[src/rtl/screen_sequencer.sv]
// Screen control FSM: selects the full-screen image, restarts and times each drawer
// sweep, and hands the VGA write port between the fill drawer and the game logic.
module screen_sequencer #(
   parameter int unsigned FILL_CYCLES  = 19200,
   parameter int unsigned FLASH_PERIOD = 12_500_000,
   parameter int unsigned FLASH_COUNT  = 3
) (
   input  logic clk,
   input  logic rst,
   input  logic start_n,
   input  logic game_over,
   output logic draw_rst_n,
   output logic show_title,
   output logic show_black,
   output logic show_gameover,
   output logic flash,
   output logic draw_active,
   output logic game_enable
);

   localparam int unsigned DRAW_W  = 15;
   localparam int unsigned PHASE_W = $clog2(FLASH_PERIOD + 1);
   localparam int unsigned PAIR_W  = 4;

   localparam logic [DRAW_W-1:0]  DRAW_LAST  = DRAW_W'(FILL_CYCLES + 1);
   localparam logic [DRAW_W-1:0]  DRAW_DONE  = DRAW_W'(FILL_CYCLES + 2);
   localparam logic [PHASE_W-1:0] PHASE_LAST = PHASE_W'(FLASH_PERIOD - 1);
   localparam logic [PAIR_W-1:0]  PAIR_LAST  = PAIR_W'(FLASH_COUNT - 1);

   typedef enum logic [2:0] {
      TITLE_DRAW,
      TITLE_WAIT,
      CLEAR_DRAW,
      PLAY,
      FLASH_ON,
      FLASH_OFF,
      GAMEOVER_DRAW,
      GAMEOVER_WAIT
   } state_t;

   state_t              state_q, state_d;
   logic [DRAW_W-1:0]   draw_cnt_q, draw_cnt_d;
   logic [PHASE_W-1:0]  phase_cnt_q, phase_cnt_d;
   logic [PAIR_W-1:0]   pair_cnt_q, pair_cnt_d;
   logic [2:0]          sync_q;
   logic                press_q;

   logic                draw_rst_n_d;
   logic                show_title_d;
   logic                show_black_d;
   logic                show_gameover_d;
   logic                flash_d;
   logic                draw_active_d;
   logic                game_enable_d;

   // Two-flop synchronizer plus a third flop for falling-edge detection.
   always_ff @(posedge clk) begin
      if (!rst) begin
         sync_q  <= '1;
         press_q <= 1'b0;
      end else begin
         sync_q  <= {sync_q[1:0], start_n};
         press_q <= sync_q[2] & ~sync_q[1];
      end
   end

   always_ff @(posedge clk) begin
      if (!rst) begin
         state_q       <= TITLE_DRAW;
         draw_cnt_q    <= '0;
         phase_cnt_q   <= '0;
         pair_cnt_q    <= '0;
         draw_rst_n    <= 1'b0;
         show_title    <= 1'b1;
         show_black    <= 1'b0;
         show_gameover <= 1'b0;
         flash         <= 1'b0;
         draw_active   <= 1'b1;
         game_enable   <= 1'b0;
      end else begin
         state_q       <= state_d;
         draw_cnt_q    <= draw_cnt_d;
         phase_cnt_q   <= phase_cnt_d;
         pair_cnt_q    <= pair_cnt_d;
         draw_rst_n    <= draw_rst_n_d;
         show_title    <= show_title_d;
         show_black    <= show_black_d;
         show_gameover <= show_gameover_d;
         flash         <= flash_d;
         draw_active   <= draw_active_d;
         game_enable   <= game_enable_d;
      end
   end

   // Next state, counters, and outputs decoded from the upcoming state.
   always_comb begin
      state_d         = state_q;
      draw_cnt_d      = (draw_cnt_q == DRAW_DONE) ? draw_cnt_q : draw_cnt_q + DRAW_W'(1);
      phase_cnt_d     = phase_cnt_q + PHASE_W'(1);
      pair_cnt_d      = pair_cnt_q;
      draw_rst_n_d    = 1'b0;
      show_title_d    = 1'b0;
      show_black_d    = 1'b0;
      show_gameover_d = 1'b0;
      flash_d         = 1'b0;
      draw_active_d   = 1'b1;
      game_enable_d   = 1'b0;

      case (state_q)
         TITLE_DRAW:    if (draw_cnt_q == DRAW_LAST) state_d = TITLE_WAIT;
         TITLE_WAIT:    if (press_q) state_d = CLEAR_DRAW;
         CLEAR_DRAW:    if (draw_cnt_q == DRAW_LAST) state_d = PLAY;
         PLAY: begin
            if (game_over) begin
               state_d    = FLASH_ON;
               pair_cnt_d = '0;
            end
         end
         FLASH_ON:      if (phase_cnt_q == PHASE_LAST) state_d = FLASH_OFF;
         FLASH_OFF: begin
            if (phase_cnt_q == PHASE_LAST) begin
               pair_cnt_d = pair_cnt_q + PAIR_W'(1);
               state_d    = (pair_cnt_q == PAIR_LAST) ? GAMEOVER_DRAW : FLASH_ON;
            end
         end
         GAMEOVER_DRAW: if (draw_cnt_q == DRAW_LAST) state_d = GAMEOVER_WAIT;
         GAMEOVER_WAIT: if (press_q) state_d = CLEAR_DRAW;
         default:       state_d = TITLE_DRAW;
      endcase

      if (state_d != state_q) begin
         draw_cnt_d  = '0;
         phase_cnt_d = '0;
      end

      case (state_d)
         TITLE_DRAW, TITLE_WAIT:                 show_title_d    = 1'b1;
         CLEAR_DRAW:                             show_black_d    = 1'b1;
         FLASH_ON, GAMEOVER_DRAW, GAMEOVER_WAIT: show_gameover_d = 1'b1;
         FLASH_OFF:                              flash_d         = 1'b1;
         default: begin
            draw_active_d = 1'b0;
            game_enable_d = 1'b1;
         end
      endcase

      // Sweep runs from the cycle after entry until the count saturates; parked otherwise.
      case (state_d)
         TITLE_DRAW, CLEAR_DRAW, FLASH_ON, FLASH_OFF, GAMEOVER_DRAW:
            draw_rst_n_d = (draw_cnt_d != '0) && (draw_cnt_d != DRAW_DONE);
         default: draw_rst_n_d = 1'b0;
      endcase
   end

endmodule

[config.mk]
export PLATFORM = sky130hd
export DESIGN_NAME = screen_sequencer
export DESIGN_NICKNAME = d
export VERILOG_FILES = /design/src/rtl/screen_sequencer.sv
export SDC_FILE = /design/constraint.sdc
export NUM_CORES = 1
export LEC_CHECK = 0
export BUFFER_PORTS_ARGS = -buffer_cell sky130_fd_sc_hd__buf_2
export CORE_UTILIZATION = 60
export DETAILED_ROUTE_END_ITERATION = 10
export HOLD_SLACK_MARGIN = 0.02
export PLACE_DENSITY = 0.78
export SLEW_MARGIN = 20
export SYNTH_ARGS = -nofsm -noshare
export SYNTH_HDL_FRONTEND = slang
export SYNTH_SLANG_ARGS = --single-unit
[constraint.sdc]
create_clock -name clk -period 2.4 [get_ports clk]
set_input_delay 0.24 -clock clk [delete_from_list [all_inputs] [get_ports clk]]
set_output_delay 0.24 -clock clk [all_outputs]
set_load 0.02 [all_outputs]
==> flow_summary.toml <==
[timing]
slew_viol_final = 0
timing.final.ws_setup_ns = 0.1280
slew_headroom_pct = 69.27
finalClockSkew_ns = 0.006886
fmaxAchievable_mhz = 440.1
finalSetupTns_ns = 0
worst-slew-pin-transition_ns = 0.4567
hold_violations = 0
finalCriticalPeriod_ns = 2.272
setup_violations = 0
rsz0062_at_grt = "no"
fin_crit_sh_pct = 94.67

[clock_tree]
worstSkewPairLatency_ns = 0.34
h-tree-depth = 3
clock_sinks = 57
cts_tree = "done"
clk_pin_slew_ns = 0.06
cts_made_buffers = 9
clock_path_buffers = 2
holdBufCountCts = 0
root_buffer = "clkbuf_8"

[cells_and_area]
drive_gt1_share_pct = 14.33
diodes = 0
fin_nets = 354
syn_to_final_growth_pct = 11.70
layout_common_cells = "nor2_1 (63), dfxtp_1 (54), xnor2_1 (25), nand2_1 (23), xor2_1 (17)"
final_common_cell = "nor2_1"

[setup_path]
end_kind = "flip-flop"
path_cells = "nand3_1, nor3_2, nand3_1, xor2_1, nand2_1, or4_1, o221a_1"
arrival_ns = 2.49
cp_max_fo = 9
required_ns = 2.62
max_stage_delay_ns = 0.49
cp-start-kind = "flip-flop"
critPathMostFrequentCell = "nand3_1"
cp_top_family = "simple AND/OR/NAND/NOR gates"
cp_slowest_cell = "dfxtp_1"
cp_num_buf_inv = 0
crit_type = "reg -> reg"

[route]
viasPerCell = 5.731
drt_iter0_drc = 100
num_vias = 2298
drc = 0
post_drt_wl_per_cell_um = 13.99
final_antenna_net_count = 0
wl_mm = 5.609
drt_first_pass_iters = 7

[yosys]
postSynthAreaPerCell_um2 = 8.581
synth-seq-cells = 57
synth_nets = 334
synthDistinctLibCells = 51
synth_warnings = 0
synth_top_area_cell = "dfxtp_1"
yosysTopAreaCellShare_pct = 41.04
synth_area_leaders = "dfxtp_1 (41%), nor2_1 (8.5%), xnor2_1 (7.9%), xor2_1 (5.4%), nand2_1 (3.1%)"
synth_edf_count = 0
seq_area_frac_synth_pct = 41.04
synth_cells = 324
synth_ff_type = "dfxtp_1"
syn_area_um2 = 2780
async_flop_share_pct = 0

[floorplanning]
num_rows = 24
fp.dieH_um = 70.07
die-area_um2 = 4910
coreArea_um2 = 4414
dieWidth_um = 70.07
initial_core_util_pct = 62.98
io_pins = 11

[placed_design]
portBuffers = 10
place_ws_ns = 0.06887
hpwl_mm = 3.926
routabilityCongestion = 0.8223

[pwr]
ir_drop_mv = 0.4929
pwr_density_cell_nw_per_um2 = 618.6
leakagePower_nw = 1.148

[global_routing]
antenna_found_initial = 0
grt_max_degree = 23
first_global_vias = 2193
grt_pass1_wl_mm = 9.397
grtUsageTotal_pct = 24.23
grt_remaining_overflow = 0

[status]
outcome = "complete, no violations"

[flow_run]
drv_cap = 0

[min_path]
hold_class = "in -> reg"
-- path summary, 6_finish.rpt --
| check | start | depth (start not counted) | to | slack [ns] |
|---|---|---|---|---|
| hold reg to reg | sync_q[2]$_SDFF_PN1_ | 2 | press_q$_SDFF_PN0_ | 0.42 |
| setup / recovery | draw_cnt_q[2]$_SDFF_PN0_ | 7 | draw_rst_n$_SDFF_PN0_ | 0.13 |
| setup reg to reg | draw_cnt_q[2]$_SDFF_PN0_ | 7 | draw_rst_n$_SDFF_PN0_ | 0.13 |
| hold / removal | start_n | 2 | sync_q[0]$_SDFF_PN1_ | 0.09 |
-- synthesized netlist by cell type, drive strengths merged, types with 2 or more instances --
library cell / number
a211oi: 3
a21oi: 6
a31oi: 3
and2: 4
and3: 8
and4: 5
buf: 9
clkbuf: 2
dfxtp: 57
ha: 6
inv: 14
mux2: 2
mux2i: 2
nand2: 23
nand2b: 3
nand3: 16
nand4: 8
nor2: 63
nor3: 15
nor4: 6
o21a: 3
o21ai: 5
o22ai: 2
or4: 4
xnor2: 25
xor2: 17
-- cell type report --
cell class              count  area [um2]
clock buffers              13       148.9
repair buffers             20       137.6
inverters                  14       52.55
flip-flops and latches     57        1145
multi-input cells         242        1516
fillers                   357        1309
clock inverters             3       40.04
well taps                  52       65.06
-- what timing repair did --
action	CTS	global route
setup buffers	0	1
setup endpoints to repair	0	34
gates resized for setup	0	6
-- worst reg2reg max path: cells and delay by family, from the launching register on --
| family | cells | cell delay, ns |
|---|---|---|
| flip-flops | 1 | 0.49 |
| AO/OA/AOI/OAI | 1 | 0.28 |
| XOR/XNOR | 1 | 0.21 |
| AND/OR/NAND/NOR | 5 | 1.18 |
-- power by group --
group / total [mW] / leakage [nW] / switching, mW / internal, mW
combinational: 0.0782 / 0.588 / 0.0448 / 0.0334
sequential: 0.971 / 0.463 / 0.0111 / 0.960
clock: 0.872 / 0.0974 / 0.367 / 0.505
-- through the flow --
stage | cells | hold WS (ns) | total power [mW] | cell area [um2] | util, %
2_1_floorplan | 324 | 0.3130 | 1.049 | 2780 | -
3_3_place_gp | 384 | 0.3964 | 1.065 | 2894 | 65.56
3_5_place_dp | 384 | 0.4132 | 1.068 | 2894 | 65.56
4_1_cts | 400 | 0.08061 | 1.937 | 3083 | 69.84
5_1_grt | 401 | 0.08960 | 1.981 | 3105 | 70.35
6_report | 401 | 0.08950 | 1.921 | 3105 | 70.35
-- flip-flops by register name (all words and copies together), names as in the netlist --
| signal | cells |
|---|---|
| phase_cnt_q | 24 |
| game_enable | 1 |
| show_title | 1 |
| show_gameover | 1 |
| press_q | 1 |
| show_black | 1 |
| sync_q | 3 |
| flash | 1 |
| draw_cnt_q | 15 |
| draw_rst_n | 1 |
| draw_active | 1 |
| state_q | 3 |
| pair_cnt_q | 4 |
-- per-layer routing --
metal  part of all wire (%)  wire length (um)  up-vias  GRT usage [%]
li1                       -                 -     1149              -
met1                     47              2644     1090          29.95
met2                     47              2662       43          38.68
met3                    2.9               165       16          4.906
met4                    2.4               137        0          14.89
met5                      0                 0        -              0
-- cells by family after synthesis --
group / Yosys count / share of synthesized area, %
AO/OA/AOI/OAI: 28 / 6.751
XOR/XNOR: 42 / 13.23
adder cells (fa/ha/maj): 6 / 2.700
buffers and inverters: 25 / 4.816
flip-flops: 57 / 41.04
multiplexers: 4 / 1.530
AND/OR/NAND/NOR: 162 / 29.93
Power figures use the tool's default switching activity.
